## src/rtl/mul4x4_seq_ctrl.sv

```systemverilog
// mul4x4_seq_ctrl
//
// Sequencing controller for an unsigned 4x4-bit multiply. It time-multiplexes
// an external combinational 2x2-bit multiplier over four cycles. The block
// latches the operands on an accepted start. It then walks the four 2-bit
// digit pairs (i,j) = (0,0),(0,1),(1,0),(1,1) and feeds each pair to the
// external unit. Each returned partial product is shifted by 2*(i+j) and
// added into an 8-bit accumulator. The final sum is loaded into product, and
// done pulses for one cycle.
//
// Ports:
//   clk      in   system clock, rising edge
//   rst      in   synchronous active-high reset
//   start    in   begin a multiplication (honoured in IDLE or DONE only)
//   a, b     in   4-bit operands, latched when start is accepted
//   busy     out  high during the four MUL cycles (registered)
//   done     out  one-cycle pulse once product is valid (registered)
//   product  out  8-bit result, held until the next operation completes
//   mul_x    out  digit of a driven to the 2x2 multiplier ({a,b} of that unit)
//   mul_y    out  digit of b driven to the 2x2 multiplier ({c,d} of that unit)
//   mul_p    in   4-bit product returned combinationally by the 2x2 multiplier

module mul4x4_seq_ctrl (
    input  logic       clk,
    input  logic       rst,
    input  logic       start,
    input  logic [3:0] a,
    input  logic [3:0] b,
    output logic       busy,
    output logic       done,
    output logic [7:0] product,
    output logic [1:0] mul_x,
    output logic [1:0] mul_y,
    input  logic [3:0] mul_p
);

    typedef enum logic [1:0] {
        IDLE = 2'd0,
        MUL  = 2'd1,
        DONE = 2'd2
    } state_t;

    state_t     state_reg, state_next;
    logic [1:0] k_reg, k_next;
    logic [3:0] a_reg, a_next;
    logic [3:0] b_reg, b_next;
    logic [7:0] acc_reg, acc_next;
    logic [7:0] product_reg, product_next;
    logic       busy_reg, done_reg;

    // Operand digits: a_dig[i] = a_reg[2i+1:2i], b_dig[j] = b_reg[2j+1:2j].
    logic [1:0] a_dig [2];
    logic [1:0] b_dig [2];

    genvar gi;
    generate
        for (gi = 0; gi < 2; gi++) begin : g_digits
            assign a_dig[gi] = a_reg[2*gi +: 2];
            assign b_dig[gi] = b_reg[2*gi +: 2];
        end
    endgenerate

    // Step k encodes the digit pair directly: i = k[1], j = k[0].
    // The weight i+j is {k1&k0, k1^k0}. The shift is twice that.
    logic [2:0] shift;
    logic [7:0] partial;
    logic [7:0] sum;

    assign shift   = {k_reg[1] & k_reg[0], k_reg[1] ^ k_reg[0], 1'b0};
    assign partial = {4'b0000, mul_p} << shift;
    assign sum     = acc_reg + partial;

    always_comb begin
        state_next   = state_reg;
        k_next       = k_reg;
        a_next       = a_reg;
        b_next       = b_reg;
        acc_next     = acc_reg;
        product_next = product_reg;
        mul_x        = 2'b00;
        mul_y        = 2'b00;

        case (state_reg)
            IDLE, DONE: begin
                if (start) begin
                    // Accept: capture operands and clear the datapath.
                    // product keeps the previous result until this operation finishes.
                    a_next     = a;
                    b_next     = b;
                    acc_next   = 8'h00;
                    k_next     = 2'd0;
                    state_next = MUL;
                end else if (state_reg == DONE) begin
                    state_next = IDLE;
                end
            end
            MUL: begin
                mul_x    = a_dig[k_reg[1]];
                mul_y    = b_dig[k_reg[0]];
                acc_next = sum;
                // k wraps to 0 on the last step, which is harmless because
                // the next accept clears it anyway.
                k_next   = k_reg + 2'd1;
                if (k_reg == 2'd3) begin
                    // Load the completed sum, including this final partial product.
                    product_next = sum;
                    state_next   = DONE;
                end
            end
            default: begin
                state_next = IDLE;
            end
        endcase
    end

    always_ff @(posedge clk) begin
        if (rst) begin
            state_reg   <= IDLE;
            k_reg       <= 2'd0;
            a_reg       <= 4'h0;
            b_reg       <= 4'h0;
            acc_reg     <= 8'h00;
            product_reg <= 8'h00;
            busy_reg    <= 1'b0;
            done_reg    <= 1'b0;
        end else begin
            state_reg   <= state_next;
            k_reg       <= k_next;
            a_reg       <= a_next;
            b_reg       <= b_next;
            acc_reg     <= acc_next;
            product_reg <= product_next;
            // Status flags are registered from the next state, so they track
            // the state register exactly and never glitch.
            busy_reg    <= (state_next == MUL);
            done_reg    <= (state_next == DONE);
        end
    end

    assign busy    = busy_reg;
    assign done    = done_reg;
    assign product = product_reg;

endmodule

```

## config.mk

```make
export PLATFORM = sky130hd
export DESIGN_NAME = mul4x4_seq_ctrl
export DESIGN_NICKNAME = d
export VERILOG_FILES = /design/src/rtl/mul4x4_seq_ctrl.sv
export SDC_FILE = /design/constraint.sdc
export NUM_CORES = 1
export LEC_CHECK = 0
export CAP_MARGIN = 30
export CORE_MARGIN = 10
export CORE_UTILIZATION = 55
export DETAILED_ROUTE_END_ITERATION = 8
export DONT_BUFFER_PORTS = 1
export PLACE_DENSITY_LB_ADDON = 0.25
export SKIP_LAST_GASP = 1
export SLEW_MARGIN = 20
export SYNTH_ARGS = -nofsm -noshare
export SYNTH_HDL_FRONTEND = slang
export SYNTH_SLANG_ARGS = --single-unit
```

## constraint.sdc

```tcl
create_clock -name clk -period 6.2 [get_ports clk]
set_clock_uncertainty 0.05 [all_clocks]
set_input_delay 0.93 -clock clk [delete_from_list [all_inputs] [get_ports clk]]
set_output_delay 0.93 -clock clk [all_outputs]
set_load 0.1 [all_outputs]
```

# Word-level counts from Yosys, hierarchy flattened
# Index checks and enable logic that the tools add are counted.
[totals] wordCells=45 ramBits=0 romBits=0 output_inout_bits=14 register_bits=30 input_bits=15 mem_count=0 latch_bits=0
[op_classes] n_shift=1 n_div=0 multipliers=0 n_bitwise=4 magnitude_cmp=2 n_eq_ne=6 n_addsub=2 reduce_logical=6 muxes=16
[ops] cell="two-way mux 2 bit" n=12
[ops] cell="case mux 8 bit (2 select lines)" n=1
[ops] cell="adder 8 bit" n=1
[ops] cell="two-way mux 8 bit" n=1
[ops] cell="case mux 2 bit (2 select lines)" n=2
[ops] cell="left shift 4 x 3 -> 8 bit" n=1
[ops] cell="equality test 2 bit, second input constant" n=3
[ops] cell="AND reduction 2 bit" n=3
[ops] cell="equality test 2 x 1 -> 1 bit, second input constant" n=2
[ops] cell="greater-or-equal comparator 2 bit, second input constant" n=2
[ops] cell="NOT 1 -> 2 bit" n=2
[ops] cell="adder 2 x 1 -> 2 bit, second input constant" n=1
[ops] cell="logical NOT 2 bit" n=1
[ops] cell="inequality test 2 bit, second input constant" n=1
[ops] cell="nonzero test 2 bit" n=1
[ops] cell="OR reduction 2 bit" n=1
[ops] cell="bitwise AND 1 bit" n=1
[ops] cell="XOR 1 bit" n=1

# Depth between registers and ports, before layout
[logic_depth] word_depth=5 depth_mapped=12 depth_no_buf=11

# Worst setup path after synthesis
# Ideal clock, no wire load.
[synth_path] path_type="flip-flop to output port" startpoint="reg state_reg[1]" endpoint="out mul_x[0]" path_buffers=1 arrival_ns=1.955 stages_incl_launch_ff=4 required_ns=5.220 setup_slack_ns=3.265 cell_sequence="dfxtp_1 nand2b_1 buf_1 nor2_1"
[synth_via] elab_chain_len=2
[synth_lines] item="from (decl)" line_no="43" source="state_t state_reg, state_next;"
[synth_lines] item="from (signal assigned)" line_no="127" source="state_reg <= state_next;"
[synth_lines] item="equality test 2 x 1 -> 1 bit" line_no="83" source="case (state_reg)"
[synth_lines] item="two-way mux 2 bit" line_no="83"
[synth_lines] item="to (decl)" line_no="32" source="output logic [1:0] mul_x,"
# Every way passes these cells.

# Worst setup path after layout
[layout_path] startpoint="reg k_reg[0]" endpoint="reg product_reg[7], in the netlist product[7]"
[layout_via] elab_chain_len=3 word_cells_on_any_way=6 classes_between="add/sub: 1; eq/ne: 1; shift: 1; bitwise: 2; reduce/logical: 1"
[layout_lines] item="from (decl)" line_no="44" source="logic [1:0] k_reg, k_next;"
[layout_lines] item="from (signal assigned)" line_no="128" source="k_reg <= k_next;"
[layout_lines] item="XOR 1 bit or bitwise AND 1 bit (tied branches)" line_no="69" source="assign shift = {k_reg[1] & k_reg[0], k_reg[1] ^ k_reg[0], 1'b0};"
[layout_lines] item="left shift 4 x 3 -> 8 bit" line_no="70" source="assign partial = {4'b0000, mul_p} << shift;"
[layout_lines] item="adder 8 bit" line_no="71" source="assign sum = acc_reg + partial;"
[layout_lines] item="to (signal assigned)" line_no="132" source="product_reg <= product_next;"
[layout_lines] item="to (decl)" line_no="48" source="logic [7:0] product_reg, product_next;"
# Parallel ways exist; a longest one is shown, timed or not.
# A chain may end at the register's enable or synchronous reset.

==> results.md <==
* WL/cell at 16.5 um
* Max VDD drop at roughly 0.00026 V
* Max_cap viols at 0
* Net Sw Frac at slightly below 30%
* Vias at approximately 1300
* Startpoint types: flop
* Die Width at 72.9 um
* Synth top area share at 39.0%
* R2R Path End: product[7]$_SDFFE_PP0P_
* M1 WL at about 1600 um
* Total Die Area at around 5300 um2
* Leakage power at around 0.66 nW
* RSZ-0062 raised after global routing: no
* Yosys reg bits at 30
* Routability cong. at 0.818
* Top post-synthesis cells by area: dfxtp_1, nor2_1, nand2_1
* Top Layer Used: met4
* # fillers at ~270
* Postcts setup bufs at 0
* Cell variety after synth at 37
* Vias in the first global route at 1255
* CP arrival at about 3.1 ns
* Number of diodes at 0
* DRT antenna net count at 0
* Synthesized area at about 1500 um2
* Crit path time final at around 3 ns
* R2R Path Start: k_reg[0]$_SDFFE_PP0P_
* Crit path max fanout at 11
* Worst EP required at about 6.4 ns
* Initial Utilization at a little under three fifths
* Row count at 19
* Period utilization at between 40 and 50%
* Largest net degree at the start of global routing at 35
* Comb pwr share at around 17%
* List of most frequent post-synthesis cells: dfxtp_1, nor2_1, nand2_1
* Number of gates resized after CTS at 0
* PD cells at 238 nW/um2
* Setup TNS at 0 ns
* First-pass GRT wire length at ~6100 um
* Clock Path Buffers at 2
* Final setup violation count at 0
* Worst hold stages at 2
* Number of port buffers at 0
* Yosys warning total at 0
* H-tree levels at 2
* Drt total wl at approximately 3600 um
* Hold wc startpoint: a_reg[0]$_SDFFE_PP0P_
* Hold Path Sink: a_reg[0]$_SDFFE_PP0P_
* Num CTS Buffers at 5
* Cell taking the most area after synthesis: dfxtp_1
* Detail Placement HPWL at 2670 um
* Main synth FF type: dfxtp_1
* Final Max Slew Viols at 0
* Area occupied by multi-input gates at 895 um2
* Post-Syn Nets at approximately 210
* CTS tree: yes
* Total GRT Usage at 14.6%
* Hold_buf cts at 0
* Gr ovfl total at 0
* Layout cells sized above 1 at 10.8%
* Min-Delay Path Class: flop to flop
* Total power at between 0.3 and 0.4 mW
* 1st-iter DRT viols at a little under 80
* Sequential Power Share at ~53%
* R2R depth at 10
* Met3 routed WL at approximately 330 um
* Final Util at 61.6%
* Max frequency at between 300 and 400 MHz
* Initial antenna violation count at 0
* DR vias/cell at 5.85
* Result of the run: finished clean
* Die Y at roughly 73 um
* Met2 WL at approximately 1600 um
* Most numerous cell in the Yosys netlist: dfxtp_1
* P_int at roughly 0.28 mW
* Clock Latency Late Sink at about 0.33 ns
* Crit path kind: flop to flop
* Clk sinks at 30
* Synth async-reset ratio at 0%
* Clock-pin slew on the worst setup and hold paths at ~0.090 ns
* Area grow syn2layout at 8.46%
* Drt first pass iters at 5
* Syn avg cell area at 8.36 um2
* Cells after Synth at roughly 180
* Psw at about 0.12 mW
* Total core area at between 2000 and 3000 um2
* Ports at 29
* Register area at approximately 600 um2
* Worst slew pin tran at roughly 1.0 ns
* Final Hold Vio Count at 0
* Root Driver: clkbuf_4
* Seq/Total Area, Yosys at between 30 and 40%
* Power share of the clock group at between 30% and 40%
* Post-route DRC at 0
* Critical Path Sink Type: flop
* Slew margin rel. at 32.7%
* Nets at between 200 and 250
* Post-synth EDFFs at 0
* Register-to-register setup slack at 3.26 ns
[layer usage]
metal,track usage [%],vias to the layer above
met2,21.7,39
met3,7.07,6
li1,-,641
met4,5.91,0
met1,17.5,583
met5,0,-
[how the worst max path moves through the flow]
stage,slack (ns),startpoint,endpoint
after floorplan,3.26,state_reg[1]$_SDFF_PP0_,mul_x[0]
after global routing,2.97,k_reg[1]$_SDFFE_PP0P_,product[7]$_SDFFE_PP0P_
final,3.26,k_reg[0]$_SDFFE_PP0P_,product[7]$_SDFFE_PP0P_
after global placement,3.34,mul_p[0],product[6]$_SDFFE_PP0P_
after detailed placement,3.28,mul_p[0],product[7]$_SDFFE_PP0P_
after CTS,3.28,k_reg[0]$_SDFFE_PP0P_,product[7]$_SDFFE_PP0P_
[cell type report]
cell class / instances / share of cell area (%)
timing repair buffer: 4 / 3.60
clock buffer: 7 / 3.30
multi-input combinational: 140 / 53.6
sequential: 30 / 36.0
tap: 31 / 2.32
inverter: 4 / 0.900
clock inverter: 1 / 0.300
[power by group through the flow]
stage | registers [mW] | logic (mW) | clock network [mW]
after floorplan | 0.213 | 0.0549 | 0
after global placement | 0.214 | 0.0619 | 0
after detailed placement | 0.214 | 0.0657 | 0
after CTS | 0.210 | 0.0661 | 0.125
after global routing | 0.211 | 0.0739 | 0.133
final | 0.210 | 0.0664 | 0.121
[logic make-up after synthesis]
logic type      after synthesis  share of synthesized area, %
compound gates               43                          19.1
mux                           7                          4.55
xor+xnor                      4                          3.17
fa+ha+maj                     9                          7.81
flops                        30                          39.0
simple gates                 77                          22.8
buf+inv                      14                          3.50
[per-stage QoR]
stage	setup slack [ns]	hold slack (ns)	cell area, um2	cells
after floorplan	3.26	0.386	1540	184
after global routing	2.97	0.422	1670	217
after detailed placement	3.28	0.392	1610	209
after CTS	3.28	0.406	1670	217
final	3.26	0.404	1670	217
after global placement	3.34	0.389	1550	205
[worst max-delay path, stage by stage, from the launching register on]
cell and delay [ns]:
dfxtp_1 0.44, ha_1 0.39, nor2_1 0.12, nand2_1 0.13
inv_1 0.05, ha_1 0.29, a211oi_1 0.30, o21ai_1 0.16
a31oi_2 0.29, xnor3_1 0.38, a211oi_1 0.25
[layout by cell type, fill, tap and decap left out, types with 3 or more instances in the layout]
| master | netlist | routed |
|---|---|---|
| nor2_2 | 0 | 4 |
| nor2b_1 | 6 | 6 |
| a22oi_1 | 6 | 6 |
| mux2i_1 | 7 | 7 |
| dfxtp_1 | 30 | 30 |
| clkbuf_4 | 0 | 5 |
| buf_8 | 0 | 4 |
| a211oi_1 | 3 | 3 |
| inv_1 | 4 | 4 |
| ha_1 | 8 | 8 |
| nand2b_1 | 4 | 4 |
| a21oi_1 | 18 | 18 |
| nand2_1 | 28 | 28 |
| nor2_1 | 29 | 25 |
Note: power is estimated with default switching activity, not from simulation.
